--- src/rtl/score_digit_renderer.sv ---
// BCD score accumulator that adds one digit per cycle and saturates at all 9s, plus a seven-segment pixel renderer.
// Optional LEADING_ZERO_BLANK_EN: digits above the most significant nonzero displayed digit are drawn as background.
module score_digit_renderer #(
    parameter int          NUM_DIGITS  = 4,
    parameter int          ORIGIN_X    = 50,
    parameter int          ORIGIN_Y    = 139,
    parameter int          DIGIT_W     = 20,
    parameter int          DIGIT_PITCH = 25,
    parameter int          SEG_H       = 7,
    parameter int          SEG_V_W     = 5,
    parameter logic [11:0] FG          = 12'hFFF,
    parameter logic [11:0] BG          = 12'h844
) (
    input  logic                    clk,
    input  logic                    resetn,
    input  logic [9:0]              x,
    input  logic [9:0]              y,
    input  logic                    frame_start,
    input  logic                    add_valid,
    input  logic [2:0]              lines_cleared,
    output logic                    add_ready,
    input  logic                    score_clear,
    output logic [4*NUM_DIGITS-1:0] score_bcd,
    output logic                    overflow,
    output logic                    in_region,
    output logic [11:0]             colour
);

    localparam int IW = (NUM_DIGITS > 1) ? $clog2(NUM_DIGITS) : 1;
    localparam int SW = 4 * NUM_DIGITS;

    typedef enum logic {S_IDLE, S_ADD} state_t;

    state_t          r_state;
    logic            r_add_ready;
    logic [SW-1:0]   r_score;
    logic [SW-1:0]   r_shadow;
    logic            r_overflow;
    logic [IW-1:0]   r_idx;
    logic [3:0]      r_points;
    logic            r_carry;
    logic            r_in_region;
    logic [11:0]     r_colour;

    function automatic logic [3:0] points_of(input logic [2:0] lc);
        case (lc)
            3'd1:    points_of = 4'd1;
            3'd2:    points_of = 4'd3;
            3'd3:    points_of = 4'd5;
            3'd4:    points_of = 4'd8;
            default: points_of = 4'd0;
        endcase
    endfunction

    // Segment bits are {g,f,e,d,c,b,a}; codes 10..15 decode to blank.
    function automatic logic [6:0] seg_decode(input logic [3:0] d);
        case (d)
            4'd0:    seg_decode = 7'h3F;
            4'd1:    seg_decode = 7'h06;
            4'd2:    seg_decode = 7'h5B;
            4'd3:    seg_decode = 7'h4F;
            4'd4:    seg_decode = 7'h66;
            4'd5:    seg_decode = 7'h6D;
            4'd6:    seg_decode = 7'h7D;
            4'd7:    seg_decode = 7'h07;
            4'd8:    seg_decode = 7'h7F;
            4'd9:    seg_decode = 7'h6F;
            default: seg_decode = 7'h00;
        endcase
    endfunction

    logic [3:0] w_cur;
    logic [3:0] w_add;
    logic [4:0] w_sum;
    logic       w_cout;
    logic [3:0] w_new;
    logic       w_last;

    assign w_cur  = r_score[{r_idx, 2'b00} +: 4];
    assign w_add  = (r_idx == '0) ? r_points : 4'd0;
    assign w_sum  = {1'b0, w_cur} + {1'b0, w_add} + {4'd0, r_carry};
    assign w_cout = (w_sum > 5'd9);
    // Adding 6 modulo 16 is the same as subtracting 10 for sums 10..18.
    assign w_new  = w_sum[3:0] + (w_cout ? 4'd6 : 4'd0);
    assign w_last = (r_idx == IW'(NUM_DIGITS - 1));

    always_ff @(posedge clk or negedge resetn) begin
        if (!resetn) begin
            r_state     <= S_IDLE;
            r_add_ready <= 1'b0;
            r_score     <= '0;
            r_overflow  <= 1'b0;
            r_idx       <= '0;
            r_points    <= 4'd0;
            r_carry     <= 1'b0;
        end else if (score_clear) begin
            r_state     <= S_IDLE;
            r_add_ready <= 1'b1;
            r_score     <= '0;
            r_overflow  <= 1'b0;
            r_idx       <= '0;
            r_carry     <= 1'b0;
        end else begin
            case (r_state)
                S_IDLE: begin
                    r_add_ready <= 1'b1;
                    if (add_valid && r_add_ready) begin
                        r_points    <= points_of(lines_cleared);
                        r_idx       <= '0;
                        r_carry     <= 1'b0;
                        r_add_ready <= 1'b0;
                        r_state     <= S_ADD;
                    end
                end
                S_ADD: begin
                    r_score[{r_idx, 2'b00} +: 4] <= w_new;
                    r_carry <= w_cout;
                    r_idx   <= r_idx + IW'(1);
                    if (w_last) begin
                        r_state     <= S_IDLE;
                        r_add_ready <= 1'b1;
                        if (w_cout) begin
                            r_score    <= {NUM_DIGITS{4'h9}};
                            r_overflow <= 1'b1;
                        end
                    end
                end
                default: r_state <= S_IDLE;
            endcase
        end
    end

    // The shadow only follows a settled score so a frame never shows a half-added value.
    always_ff @(posedge clk or negedge resetn) begin
        if (!resetn) begin
            r_shadow <= '0;
        end else if (frame_start && (r_state == S_IDLE)) begin
            r_shadow <= r_score;
        end
    end

    int                    w_xi;
    int                    w_ry;
    logic                  w_rows;
    logic [4:0]            w_band;
    logic [NUM_DIGITS-1:0] w_box;
    logic [NUM_DIGITS-1:0] w_lit;
    logic [NUM_DIGITS-1:0] w_show;

    assign w_xi   = {22'd0, x};
    assign w_ry   = {22'd0, y} - ORIGIN_Y;
    assign w_rows = (w_ry >= 0) && (w_ry < 5 * SEG_H);

    for (genvar b = 0; b < 5; b++) begin : g_band
        assign w_band[b] = (w_ry >= b * SEG_H) && (w_ry < (b + 1) * SEG_H);
    end

    for (genvar k = 0; k < NUM_DIGITS; k++) begin : g_dig
        localparam int L = ORIGIN_X + (NUM_DIGITS - 1 - k) * DIGIT_PITCH;
        int         w_rx;
        logic [6:0] w_seg;
        logic       w_left;
        logic       w_right;

        assign w_rx     = w_xi - L;
        assign w_seg    = seg_decode(r_shadow[4*k +: 4]);
        assign w_left   = (w_rx < SEG_V_W);
        assign w_right  = (w_rx >= DIGIT_W - SEG_V_W);
        assign w_box[k] = w_rows && (w_rx >= 0) && (w_rx < DIGIT_W);
        assign w_lit[k] = (w_band[0] & w_seg[0])
                        | (w_band[1] & ((w_left & w_seg[5]) | (w_right & w_seg[1])))
                        | (w_band[2] & w_seg[6])
                        | (w_band[3] & ((w_left & w_seg[4]) | (w_right & w_seg[2])))
                        | (w_band[4] & w_seg[3]);
`ifdef LEADING_ZERO_BLANK_EN
        if (k == 0) begin : g_units
            assign w_show[k] = 1'b1;
        end else begin : g_upper
            assign w_show[k] = |r_shadow[SW-1:4*k];
        end
`else
        assign w_show[k] = 1'b1;
`endif
    end

    always_ff @(posedge clk or negedge resetn) begin
        if (!resetn) begin
            r_in_region <= 1'b0;
            r_colour    <= 12'h000;
        end else begin
            r_in_region <= |w_box;
            r_colour    <= (|(w_box & w_lit & w_show)) ? FG : BG;
        end
    end

    assign add_ready = r_add_ready;
    assign score_bcd = r_score;
    assign overflow  = r_overflow;
    assign in_region = r_in_region;
    assign colour    = r_colour;

endmodule

--- config.mk ---
export PLATFORM = sky130hd
export DESIGN_NAME = score_digit_renderer
export DESIGN_NICKNAME = d
export VERILOG_FILES = /design/src/rtl/score_digit_renderer.sv
export SDC_FILE = /design/constraint.sdc
export NUM_CORES = 1
export LEC_CHECK = 0
export CORE_MARGIN = 1
export CORE_UTILIZATION = 59
export CTS_BUF_LIST = sky130_fd_sc_hd__clkbuf_8
export CTS_CLUSTER_DIAMETER = 100
export CTS_CLUSTER_SIZE = 14
export DETAILED_ROUTE_END_ITERATION = 8
export PLACE_DENSITY_LB_ADDON = 0.08
export RECOVER_POWER = 50
export SYNTH_ARGS = -nofsm -noshare
export SYNTH_HDL_FRONTEND = slang
export SYNTH_SLANG_ARGS = --single-unit
--- constraint.sdc ---
create_clock -name clk -period 5.9 [get_ports clk]
set_clock_uncertainty 0.05 [all_clocks]
set_input_delay 1.18 -clock clk [delete_from_list [all_inputs] [get_ports clk]]
set_output_delay 1.18 -clock clk [all_outputs]
set_load 0.02 [all_outputs]
======== Yosys cells after proc, flatten, opt, wreduce, memory -nomap -nowiden ========
Memory sizes are Yosys's and may differ from the RTL's.
Cells that the tools add are included.
storage, ports and cells
  register bits ........................... 55
  bits in read-only memories .............. 448
  input bits .............................. 28
  output and inout bits ................... 31
  word-level logic and storage cells ...... 175
  memories kept ........................... 4
memory list
  name              words  bits a word  read ports  clocked after memory_dff  wr ports  line  RTL
  (name not given)  16     7            1           0                         0         57    case (d)
  (name not given)  16     7            1           0                         0         57
  (name not given)  16     7            1           0                         0         57
  (name not given)  16     7            1           0                         0         57
operators by class
  add/sub/neg operators ................... 10
  $lt $le $gt $ge ......................... 27
  eq/ne operators ......................... 7
  shift-type cells ........................ 3
  mux-type cells .......................... 27
  bitwise logic cells ..................... 63
  reductions and logical operators ........ 24
operators with widths
  cell                    number
  $lt 11x6->1 const B     6
  $mux 16                 4
  $ge 11x1->1 const B     5
  $ge 11x5->1 const B     5
  $lt 11x4->1 const B     5
  $and 1x1->1             36
  $sub 10x7->11 const B   3
  $or 1x1->1              24
  $ge 11x6->1 const B     2
  $bwmux 16               1
  $logic_and 1x1->1       16
  $pmux 4 s4              1
  $shift 4x6->16 const A  1
  $shiftx 16x5->4         1
  $shiftx 4x6->16         1
  $mux 1                  12
  $ge 11x4->1 const B     1
  $lt 11x5->1 const B     1
  $lt 11x7->1 const B     1
  $mux 11                 1
  $sub 10x6->11 const B   1
  $sub 10x8->11 const B   1
  $reduce_or 4->1         2
  $eq 3x2->1 const B      2
  other kinds (21)        28

======== Longest topological paths before layout ========
  word-level depth ........................ 13
  gate-level depth with buffers ........... 18
  depth with buffers taken out ............ 16

======== Worst setup path after synthesis ========
OpenSTA, ideal clock, no wires.
  path kind ............................... register to register
  start point ............................. register r_idx[0]
  end point ............................... register r_score[11], in the netlist score_bcd[11]
  arrival ................................. 4.073 ns
  required time ........................... 5.772 ns
  slack ................................... 1.699 ns
  cell stages (with the launch flop) ...... 18
  period minus slack after synthesis ...... 4.201 ns
  cell sequence ........................... dfrtp_1 -> clkbuf_1 -> inv_1 -> ha_1 -> clkbuf_1 -> nand2_1 -> fa_1 -> inv_1 -> fa_1 -> xor2_1 -> nor2_1 -> o31ai_1 -> xnor2_1 -> ha_1 -> o41a_1 -> nor4_1 -> o21ai_0 -> a21oi_1
on the way
  longest elaborated chain between the ends .. 13
  elaborated cells between the ends (all ways) .. 17
  those cells by class .................... add/sub (4); order compare (1); eq/ne (1); shift (3); mux (7); reduce/logical (1)
ends and longest elaborated chain
  what                                                                  line  RTL
  start: declaration                                                    39    logic [IW-1:0] r_idx;
  start signal: assignment                                              118   r_idx <= r_idx + IW'(1);
  parallel branches: the longest is 10 deep, another holds $add 4x4->5  -
  $mux 16 (*)                                                           119   if (w_last) begin
  $mux 16 (*)                                                           104   case (r_state)
  $mux 16 (*)                                                           96    end else if (score_clear) begin
  end signal: indexed assignment                                        116   r_score[{r_idx, 2'b00} +: 4] <= w_new;
  end signal: assignment                                                123   r_score <= {NUM_DIGITS{4'h9}};
  end: declaration                                                      36    logic [SW-1:0] r_score;
Mark *: on every way between the ends. The select of a mux whose other input is x is not followed.
A chain may end at the register's enable or synchronous reset.

======== Worst setup path after layout ========
Same ends and word-level chain as after synthesis.

==> results.sh <==
export IMPL_nets=709
export IMPL_cts_tree="built"
export IMPL_status="finished, violations left"
export IMPL_synthDistinctLibCells=79
export IMPL_via_count=4795
export IMPL_r2r_end="score_bcd[11]"
export IMPL_synthArstFlopShare=1.000
export IMPL_ys_ff_latch=45
export IMPL_cts_resized=0
export IMPL_synthesis_area_mm2=0.004999
export IMPL_rsz0062_at_grt="false"
export IMPL_htreeDepth=2
export IMPL_ys_seq_area_frac=0.2253
export IMPL_synth_most_common_cell="ha_1"
export IMPL_drt_iter0_markers=227
export IMPL_io_pins=59
export IMPL_core_mm2=0.008217
export IMPL_drv_slew=46
export IMPL_critPathSlowestCell="o31ai_1"
export IMPL_grt_first_pass_wirelength_mm=20.93
export IMPL_tritoncts_num_buffers=5
export IMPL_start_util=0.6083
export IMPL_overflow=0
export IMPL_routabilityCongestion=0.9796
export IMPL_clock_sinks=45
export IMPL_cp_cell_sequence="inv_1 -> ha_1 -> and2_1 -> ha_1 -> nor2b_1 -> o21ai_0 -> a21boi_0 -> o31ai_1 -> xnor2_1 -> ha_1 -> o41a_1 -> nor4_1 -> o21ai_0 -> a21oi_1"
export IMPL_n_antenna_cell=0
export IMPL_syn_nets=684
export IMPL_cp_data_required_time_ps=6060
export IMPL_crit_arrival_ps=5060
export IMPL_grt_max_degree=46
export IMPL_rows=33
export IMPL_hp_start="r_points[1]"
export IMPL_port_buffers=58
export IMPL_syn_to_final_growth_pct=11.86
export IMPL_fin_crit_ps=4904
export IMPL_p_per_area_mw_per_mm2=140.2
export IMPL_synth_common_cells="ha_1, nand2_1, dfrtp_1, inv_1, nor2_1"
export IMPL_cp_top_family="compound AO/OA/AOI/OAI gates"
export IMPL_reg2reg_from="r_idx[0]"
export IMPL_synth_area_per_cell_um2=8.276
export IMPL_power_uw=784.1
export IMPL_grt_pass1_vias=4457
export IMPL_violations="capacitance limit, slew limit"
export IMPL_holdCritPathClass="reg2reg"
export IMPL_synth_top_cell_area_share=0.2253
export IMPL_grtUsageTotal=0.3001
export IMPL_wl_per_cell_um=17.84
export IMPL_fmax_mhz=203.9
export IMPL_cts_buffer_depth=2
export IMPL_finalHoldViolCount=0
export IMPL_yosys_area_top_type="dfrtp_1"
export IMPL_synth_enable_flop_cells=0
export IMPL_maxCapViolCount=1
export IMPL_drt_total_wl_mm=13.11
export IMPL_fillers=678
export IMPL_drtPass1Iterations=5
export IMPL_cp_max_fo=13
export IMPL_post_cts_setup_buffers=0
export IMPL_holdPathStages=2
export IMPL_ff2ff_setup_slack_ps=1000
export IMPL_clock_latency_ps=290
export IMPL_dieArea_mm2=0.008844
export IMPL_clk_pin_slew_ps=90
export IMPL_finalSetupTns_ps=0
export IMPL_worst_pin_slew_ps=2392
export IMPL_hold_end="r_points[1]"
export IMPL_yosysWarnings=0
export IMPL_fin_crit_sh=0.8311
export IMPL_vias_per_cell=6.524
export IMPL_ir_drop_v=0.0001231
export IMPL_fin_hold_ws_ps=423.2
export IMPL_fp_dieH_um=94.05
export IMPL_drive_gt1_frac=0.06667
export IMPL_cp_end_kind="flip-flop"
export IMPL_crit_type="reg2reg"
export IMPL_path_buf_inv=1
export IMPL_cpMostUsedCell="ha_1"
export IMPL_cellLeakagePower_uw=0.002318
export IMPL_clock_root_buffer="clkbuf_8"
export IMPL_antenna_found_initial=0
export IMPL_cp_start_kind="flip-flop"
export IMPL_drc=0
export IMPL_fp_dieW_um=94.05
export IMPL_yosys_top_cells_area="dfrtp_1, ha_1, mux2_2"
export IMPL_setup_viol=0
export IMPL_rr_worst_depth=14
export IMPL_dpl_hpwl_mm=10.26
export IMPL_cts_hold_buf=0
export IMPL_ant_nets=0
export IMPL_cp_slowest_stage_delay_ps=870
export IMPL_synth_cells=604
export IMPL_synthFlopType="dfrtp_1"
export IMPL_max_slew_margin_rel=-0.5949
==> worst max-delay path by stage <==
stage,from,slack (ps),to,depth (start not counted)
3_5_place_dp,x[2],1040,colour[10],11
4_1_cts,r_idx[0],1100,score_bcd[11],14
6_report,r_idx[0],1000,score_bcd[11],14
5_1_grt,r_idx[0],730,score_bcd[11],14
2_1_floorplan,r_idx[0],1700,score_bcd[11],17
3_3_place_gp,x[2],1160,colour[10],11
==> placed cells by master (no fill, tap or decap), types with 13 or more instances in the layout <==
cell and instances:
xnor2_1 13, nor2_1 42, ha_1 50, clkdlybuf4s50_1 55, dfrtp_1 45, nor3_1 19
mux2_2 16, inv_1 46, a21oi_1 32, nand2_1 48, o21ai_0 27, o22ai_1 13
==> stage by stage <==
step,instances,worst slack (ps),utilization,cell area (µm²)
floorplan,604,1699,-,4999
global placement,727,1163,0.6706,5510
detailed placement,727,1036,0.6706,5510
CTS,735,1101,0.6807,5593
global route,735,725.6,0.6805,5592
finish,735,996.5,0.6805,5592
==> worst register-to-register path, delay by kind of cell (launching register included) <==
kind,cells,cell delay [ps]
flops,1,680
buf+inv,1,260
simple gates,3,610
compound gates,6,2150
xor+xnor,1,140
fa+ha+maj,3,910
==> power by group <==
group / switching (µW) / total (µW) / internal [µW]
sequential: 19.8 / 339 / 319
clock: 100 / 180 / 80.5
combinational: 159 / 265 / 106
==> layout make-up <==
| class | count | area, µm² | area share |
|---|---|---|---|
| Multi-Input combinational cell | 471 | 3486 | 0.6234 |
| Inverter | 45 | 168.9 | 0.03021 |
| Tap cell | 105 | 131.4 | 0.02350 |
| Clock inverter | 3 | 13.76 | 0.002461 |
| Timing Repair Buffer | 61 | 596.8 | 0.1067 |
| Clock buffer | 5 | 68.82 | 0.01231 |
| Sequential cell | 45 | 1126 | 0.2014 |
==> routing by layer <==
| metal | up-vias | GRT usage | part of all wire |
|---|---|---|---|
| li1 | 2286 | - | - |
| met5 | - | 0 | 0 |
| met4 | 0 | 0.1244 | 0.030 |
| met1 | 2280 | 0.3573 | 0.42 |
| met3 | 35 | 0.02832 | 0.050 |
| met2 | 194 | 0.5481 | 0.50 |
==> kinds of logic (layout without fill, tap and decap cells) <==
family | after synthesis | after routing | share of synthesized area
other cells | 1 | 1 | 0.0007502
fa+ha+maj | 52 | 52 | 0.1332
xor+xnor | 15 | 15 | 0.02628
buf+inv | 88 | 114 | 0.07735
simple gates | 191 | 191 | 0.2010
mux | 27 | 27 | 0.06809
flops | 45 | 45 | 0.2253
compound gates | 185 | 185 | 0.2681
==> registers in the layout, summed over array words and instances, names as in the netlist <==
| signal | cells |
|---|---|
| r_points | 4 |
| r_state | 1 |
| add_ready | 1 |
| in_region | 1 |
| r_carry | 1 |
| r_shadow | 16 |
| r_idx | 2 |
| overflow | 1 |
| colour | 2 |
| score_bcd | 16 |
Power figures use the tool's default switching activity.
